`src/rtl/kbd_move_decoder.sv`:
```
`default_nettype none
// ============================================================================
// Module      : kbd_move_decoder
// Description : PS/2 set-2 scan-byte parser for the character mover.
//               Tracks E0/F0 prefixes, keeps held flags for left/right/space,
//               resolves left/right with "last pressed wins" and emits a
//               one-cycle shoot pulse on a fresh space make.
// Ports       : clk        - system clock
//               resetN     - synchronous active-low reset
//               scanByte   - received scan byte (valid when byteValid=1)
//               byteValid  - one-cycle strobe per received byte
//               leftPress  - level, left movement requested
//               rightPress - level, right movement requested
//               shootPulse - one-cycle pulse on a fresh space make
//               leftHeld   - raw held state of the left key
//               rightHeld  - raw held state of the right key
// Revision    : 1.0 - initial release
// ============================================================================
module kbd_move_decoder #(
    parameter logic [7:0] LEFT_CODE      = 8'h6B,
    parameter logic [7:0] RIGHT_CODE     = 8'h74,
    parameter logic [7:0] SHOOT_CODE     = 8'h29,
    parameter int         TIMEOUT_CYCLES = 100000
) (
    input  logic       clk,
    input  logic       resetN,
    input  logic [7:0] scanByte,
    input  logic       byteValid,
    output logic       leftPress,
    output logic       rightPress,
    output logic       shootPulse,
    output logic       leftHeld,
    output logic       rightHeld
);

    localparam int              CNT_W      = (TIMEOUT_CYCLES > 2) ? $clog2(TIMEOUT_CYCLES) : 1;
    localparam logic [CNT_W-1:0] c_TMO_LAST = CNT_W'(TIMEOUT_CYCLES - 1);
    localparam logic [7:0]       c_EXT_CODE = 8'hE0;
    localparam logic [7:0]       c_BRK_CODE = 8'hF0;

    typedef enum logic [1:0] {
        ST_IDLE    = 2'd0,
        ST_EXT     = 2'd1,
        ST_BRK     = 2'd2,
        ST_EXT_BRK = 2'd3
    } state_t;

    typedef enum logic [1:0] {
        DIR_NONE  = 2'd0,
        DIR_LEFT  = 2'd1,
        DIR_RIGHT = 2'd2
    } dir_t;

    state_t           r_state;
    state_t           w_state_nxt;
    logic [CNT_W-1:0] r_cnt;
    dir_t             r_dir;
    dir_t             w_dir_nxt;
    logic             r_left_held;
    logic             r_right_held;
    logic             r_space_held;
    logic             w_left_nxt;
    logic             w_right_nxt;
    logic             w_space_nxt;
    logic             r_left_press;
    logic             r_right_press;
    logic             r_shoot;
    logic             w_timeout;
    logic             w_make_left;
    logic             w_brk_left;
    logic             w_make_right;
    logic             w_brk_right;
    logic             w_make_space;
    logic             w_brk_space;

    // Parser next-state and key-event decode
    always_comb begin
        w_state_nxt  = r_state;
        w_make_left  = 1'b0;
        w_brk_left   = 1'b0;
        w_make_right = 1'b0;
        w_brk_right  = 1'b0;
        w_make_space = 1'b0;
        w_brk_space  = 1'b0;
        w_timeout    = (r_state != ST_IDLE) && (r_cnt == c_TMO_LAST);

        // A strobe on the timeout cycle wins: the byte is decoded normally.
        if (byteValid) begin
            case (r_state)
                ST_IDLE: begin
                    if (scanByte == c_EXT_CODE)      w_state_nxt  = ST_EXT;
                    else if (scanByte == c_BRK_CODE) w_state_nxt  = ST_BRK;
                    else if (scanByte == SHOOT_CODE) w_make_space = 1'b1;
                end
                ST_EXT: begin
                    w_state_nxt = ST_IDLE;
                    if (scanByte == c_BRK_CODE)      w_state_nxt  = ST_EXT_BRK;
                    else if (scanByte == LEFT_CODE)  w_make_left  = 1'b1;
                    else if (scanByte == RIGHT_CODE) w_make_right = 1'b1;
                end
                ST_BRK: begin
                    w_state_nxt = ST_IDLE;
                    if (scanByte == SHOOT_CODE) w_brk_space = 1'b1;
                end
                ST_EXT_BRK: begin
                    w_state_nxt = ST_IDLE;
                    if (scanByte == LEFT_CODE)       w_brk_left  = 1'b1;
                    else if (scanByte == RIGHT_CODE) w_brk_right = 1'b1;
                end
                default: w_state_nxt = ST_IDLE;
            endcase
        end else if (w_timeout) begin
            w_state_nxt = ST_IDLE;
        end
    end

    // Held flags and direction arbitration
    always_comb begin
        w_left_nxt  = r_left_held;
        w_right_nxt = r_right_held;
        w_space_nxt = r_space_held;
        w_dir_nxt   = r_dir;

        if (w_make_left)  w_left_nxt  = 1'b1;
        if (w_brk_left)   w_left_nxt  = 1'b0;
        if (w_make_right) w_right_nxt = 1'b1;
        if (w_brk_right)  w_right_nxt = 1'b0;
        if (w_make_space) w_space_nxt = 1'b1;
        if (w_brk_space)  w_space_nxt = 1'b0;

        // Only fresh makes steal direction; typematic repeats are ignored.
        if (w_make_left && !r_left_held) begin
            w_dir_nxt = DIR_LEFT;
        end else if (w_make_right && !r_right_held) begin
            w_dir_nxt = DIR_RIGHT;
        end else if (w_brk_left && (r_dir == DIR_LEFT)) begin
            w_dir_nxt = r_right_held ? DIR_RIGHT : DIR_NONE;
        end else if (w_brk_right && (r_dir == DIR_RIGHT)) begin
            w_dir_nxt = r_left_held ? DIR_LEFT : DIR_NONE;
        end

        if (!w_left_nxt && !w_right_nxt) w_dir_nxt = DIR_NONE;
    end

    always_ff @(posedge clk) begin
        if (!resetN) begin
            r_state       <= ST_IDLE;
            r_cnt         <= '0;
            r_dir         <= DIR_NONE;
            r_left_held   <= 1'b0;
            r_right_held  <= 1'b0;
            r_space_held  <= 1'b0;
            r_left_press  <= 1'b0;
            r_right_press <= 1'b0;
            r_shoot       <= 1'b0;
        end else begin
            r_state <= w_state_nxt;
            if (byteValid || (r_state == ST_IDLE) || w_timeout) begin
                r_cnt <= '0;
            end else begin
                r_cnt <= r_cnt + 1'b1;
            end
            r_dir         <= w_dir_nxt;
            r_left_held   <= w_left_nxt;
            r_right_held  <= w_right_nxt;
            r_space_held  <= w_space_nxt;
            r_left_press  <= (w_dir_nxt == DIR_LEFT);
            r_right_press <= (w_dir_nxt == DIR_RIGHT);
            r_shoot       <= w_make_space && !r_space_held;
        end
    end

    assign leftPress  = r_left_press;
    assign rightPress = r_right_press;
    assign shootPulse = r_shoot;
    assign leftHeld   = r_left_held;
    assign rightHeld  = r_right_held;

endmodule
`default_nettype wire

```
`config.mk`:
```
export PLATFORM = sky130hd
export DESIGN_NAME = kbd_move_decoder
export DESIGN_NICKNAME = d
export VERILOG_FILES = /design/src/rtl/kbd_move_decoder.sv
export SDC_FILE = /design/constraint.sdc
export NUM_CORES = 1
export LEC_CHECK = 0
export CAP_MARGIN = 30
export CORE_UTILIZATION = 45
export CTS_CLUSTER_SIZE = 30
export DETAILED_ROUTE_END_ITERATION = 6
export PLACE_DENSITY_LB_ADDON = 0.1
export RECOVER_POWER = 25
export SYNTH_ARGS = -nofsm -noshare
export SYNTH_HDL_FRONTEND = slang
export SYNTH_SLANG_ARGS = --single-unit
```
`constraint.sdc`:
```
create_clock -name clk -period 2.05 [get_ports clk]
set_input_delay 0.3075 -clock clk [delete_from_list [all_inputs] [get_ports clk]]
set_output_delay 0.3075 -clock clk [all_outputs]
set_load 0.01 [all_outputs]
```
==> flow_metrics.py <==
metrics = {
    "critical_path": {
        "crit_path_end_kind": "register",
        "crit_path_cell_trace": "ha_1, and4_4, nor4b_1, a31oi_1, nand3b_2, nor2_1",
        "arrival_ns": 2.13,
        "critPathMaxFanout": 17,
        "critical_path_class": "reg2reg",
        "worst_setup_path_start_kind": "register",
        "max_stage_delay_ns": 0.36,
        "crit_slowest_cell": "dfxtp_1",
        "worstPathRequired_ns": 2.32,
    },
    "routing": {
        "vias": 1046,
        "met2_length_um": 1116,
        "drc": 0,
        "met1Wirelength_um": 1122,
        "firstDrtPassIters": 4,
        "drt_iter0_drc": 28,
        "topRoutingLayerUsed": "met4",
        "wire_per_inst_um": 12.29,
        "vias_per_cell": 5.392,
        "postRouteAntennaNets": 0,
        "routed_wl_um": 2385,
        "wl_met3_um": 88,
    },
    "cts": {
        "cts_buffers": 3,
        "clk_pin_slew_ns": 0.15,
        "htreeDepth": 1,
        "numClockSinks": 27,
        "clock_tree.root_cell": "clkbuf_4",
        "cts_tree": "yes",
        "clock_latency_ns": 0.33,
        "cts-hold-fix-buffers": 0,
        "ctsLongestPathBuffers": 2,
        "postCtsSetupRepairBufs": 0,
        "ctsResizeCount": 0,
    },
    "timing": {
        "fin_ws_ns": 0.1899,
        "tightest_slew_ns": 0.3586,
        "skew_ns": 0.003177,
        "slew_violations": 0,
        "finalHoldViolCount": 0,
        "max-slew-margin-rel_pct": 75.96,
        "setup_viol": 0,
        "fin_crit_sh_pct": 90.74,
        "finalCriticalPeriod_ns": 1.860,
        "fmax_ghz": 0.5376,
        "rsz0062_at_grt": "no",
    },
    "synth": {
        "avgSynthCellArea_um2": 9.054,
        "syn_area_um2": 1304,
        "synth_xor_area_share_pct": 10.08,
        "synth_edf_count": 0,
        "synth-simple-area-share_pct": 37.62,
        "async_reset_ff_share_pct": 0,
        "ys_top_cells_by_count": "dfxtp_1, nor2_1, nand2_1",
        "yosysSeqAreaShare_pct": 41.46,
        "synth_compound_area_share_pct": 5.470,
        "yosys.area_share.adder_pct": 0.9597,
        "synth_seq_cells": 27,
        "synth_warnings": 0,
        "synth_cell_types": 39,
        "muxShareOfSynthArea_pct": 2.303,
        "synth_top_cell_by_area": "dfxtp_1",
        "syn_nets": 156,
        "synth_area_leaders": "dfxtp_1, nor2_1, xnor2_1",
        "synth_cells": 144,
        "synth_top_flop_cell": "dfxtp_1",
        "synth_top_family_by_area": "simple AND/OR/NAND/NOR gates",
        "synth_top_area_share_pct": 41.46,
        "yosysMostFrequentCell": "dfxtp_1",
    },
    "pwr": {
        "switching_share_pct": 22.11,
        "p_seq_share_pct": 65.4,
        "cellLeakagePower_nw": 0.4723,
        "comb_power_share_pct": 5.2,
        "p_per_area_nw_per_um2": 527.8,
        "power.internal_w": 0.0006255,
        "ir_worst_vdd_uv": 347.8,
        "netSwitchingPower_w": 0.0001776,
        "pwr-share-clk_pct": 29.4,
    },
    "floorplanning": {
        "die_h_um": 55.83,
        "fp.dieW_um": 55.83,
        "io-pin-count": 16,
        "initial_utilization_pct": 47.28,
        "row_count": 19,
        "dieArea_um2": 3116,
        "core_area_um2": 2758,
    },
    "run_status": {
        "status": "finished, final reports clean",
    },
    "final_layout": {
        "fillers": 274,
        "n_antenna_cell": 0,
        "fin_cells": 194,
        "fin_nets": 176,
        "area.growth.synth_to_final_pct": 16.70,
        "drive_gt1_share_pct": 10.43,
    },
    "flow_run": {
        "cap_violations": 0,
    },
    "place": {
        "portBuffers": 15,
        "place_hpwl_um": 1802,
        "dp_slack_ns": -0.02857,
        "placed_cells": 190,
        "place_congestion": 0.8454,
    },
    "grt": {
        "grt-ovfl-total": 0,
        "antenna_found_initial": 0,
        "grt_max_degree": 18,
        "groute.usage.overall_pct": 16.88,
        "grt_pass1_wl_um": 4215,
        "grt_pass1_vias": 982,
    },
    "min_path": {
        "hp-class": "reg2reg",
    },
}
## power by group through the flow
stage	clock (W)	combinational [W]	sequential (W)
floorplan	0	0.0000122	0.000537
CTS	0.000247	0.0000424	0.000525
global placement	0	0.0000416	0.000537
global route	0.000265	0.0000446	0.000526
detailed placement	0	0.0000420	0.000537
finish	0.000236	0.0000419	0.000525
## path summary, 6_finish.rpt
| path | end | startpoint | cells past startpoint | slack [ns] |
|---|---|---|---|---|
| worst max register to register | r_cnt[16]$_SDFF_PP0_ | r_cnt[0]$_SDFF_PP0_ | 6 | 0.19 |
| worst min register to register | r_cnt[0]$_SDFF_PP0_ | r_cnt[0]$_SDFF_PP0_ | 1 | 0.49 |
| worst max-delay path | r_cnt[16]$_SDFF_PP0_ | r_cnt[0]$_SDFF_PP0_ | 6 | 0.19 |
| worst min-delay path | r_cnt[0]$_SDFF_PP0_ | r_cnt[0]$_SDFF_PP0_ | 1 | 0.49 |
## cells in the final DEF (no fill, tap or decap), types with 3 or more instances in the layout
cell and instances:
xor2_1 6, nand2_1 11, nor4_1 3, dlygate4sd3_1 6
xnor2_1 9, clkdlybuf4s50_1 9, nand3_1 10, nor2_1 26
nand2b_1 4, and2_1 3, dfxtp_1 27, inv_1 3
clkbuf_4 3, nor3_1 8, mux2i_1 3
## layout make-up
type                    count  area [um2]  area share, %
multi-input cells         112       735.7          48.36
flip-flops and latches     27       540.5          35.53
repair buffers             17       165.2          10.86
well taps                  31       38.79          2.549
clock buffers               3       22.52          1.480
inverters                   3       11.26         0.7401
clock inverters             1       7.507         0.4934
## layer usage
metal | vias to the layer above | track usage (%)
met2 | 20 | 28.74
met4 | 0 | 8.711
met5 | - | 0
met3 | 7 | 3.256
met1 | 477 | 20.21
li1 | 542 | -
## logic make-up after synthesis
family                   Yosys count
AND/OR/NAND/NOR                   85
flip-flops                        27
XOR/XNOR                          15
AO/OA/AOI/OAI                      8
buffers and inverters              5
multiplexers                       3
adder cells (fa/ha/maj)            1
## through the flow
stage,util (%),total power (W),hold slack (ns),instance area [um2],TNS (ns)
3_5_place_dp,54.08,0.0005786,0.4667,1491,-0.02857
2_1_floorplan,-,0.0005488,0.4259,1304,0
5_1_grt,55.17,0.0008349,0.5222,1521,0
6_report,55.17,0.0008031,0.4878,1521,0
4_1_cts,55.17,0.0008145,0.5009,1521,0
3_3_place_gp,54.08,0.0005782,0.4415,1491,0
## worst max-delay path, delay by kind of cell, from the launching register on
family / cells / cell delay [ns]
compound gates: 1 / 0.30
flops: 1 / 0.36
fa+ha+maj: 1 / 0.24
simple gates: 4 / 0.90
## flip-flops by register name, indices dropped and copies added (netlist names)
| name | count |
|---|---|
| leftHeld | 1 |
| leftPress | 1 |
| r_cnt | 17 |
| r_dir | 2 |
| r_space_held | 1 |
| r_state | 2 |
| rightHeld | 1 |
| rightPress | 1 |
| shootPulse | 1 |
No activity file was read; power rests on OpenSTA's default activity.
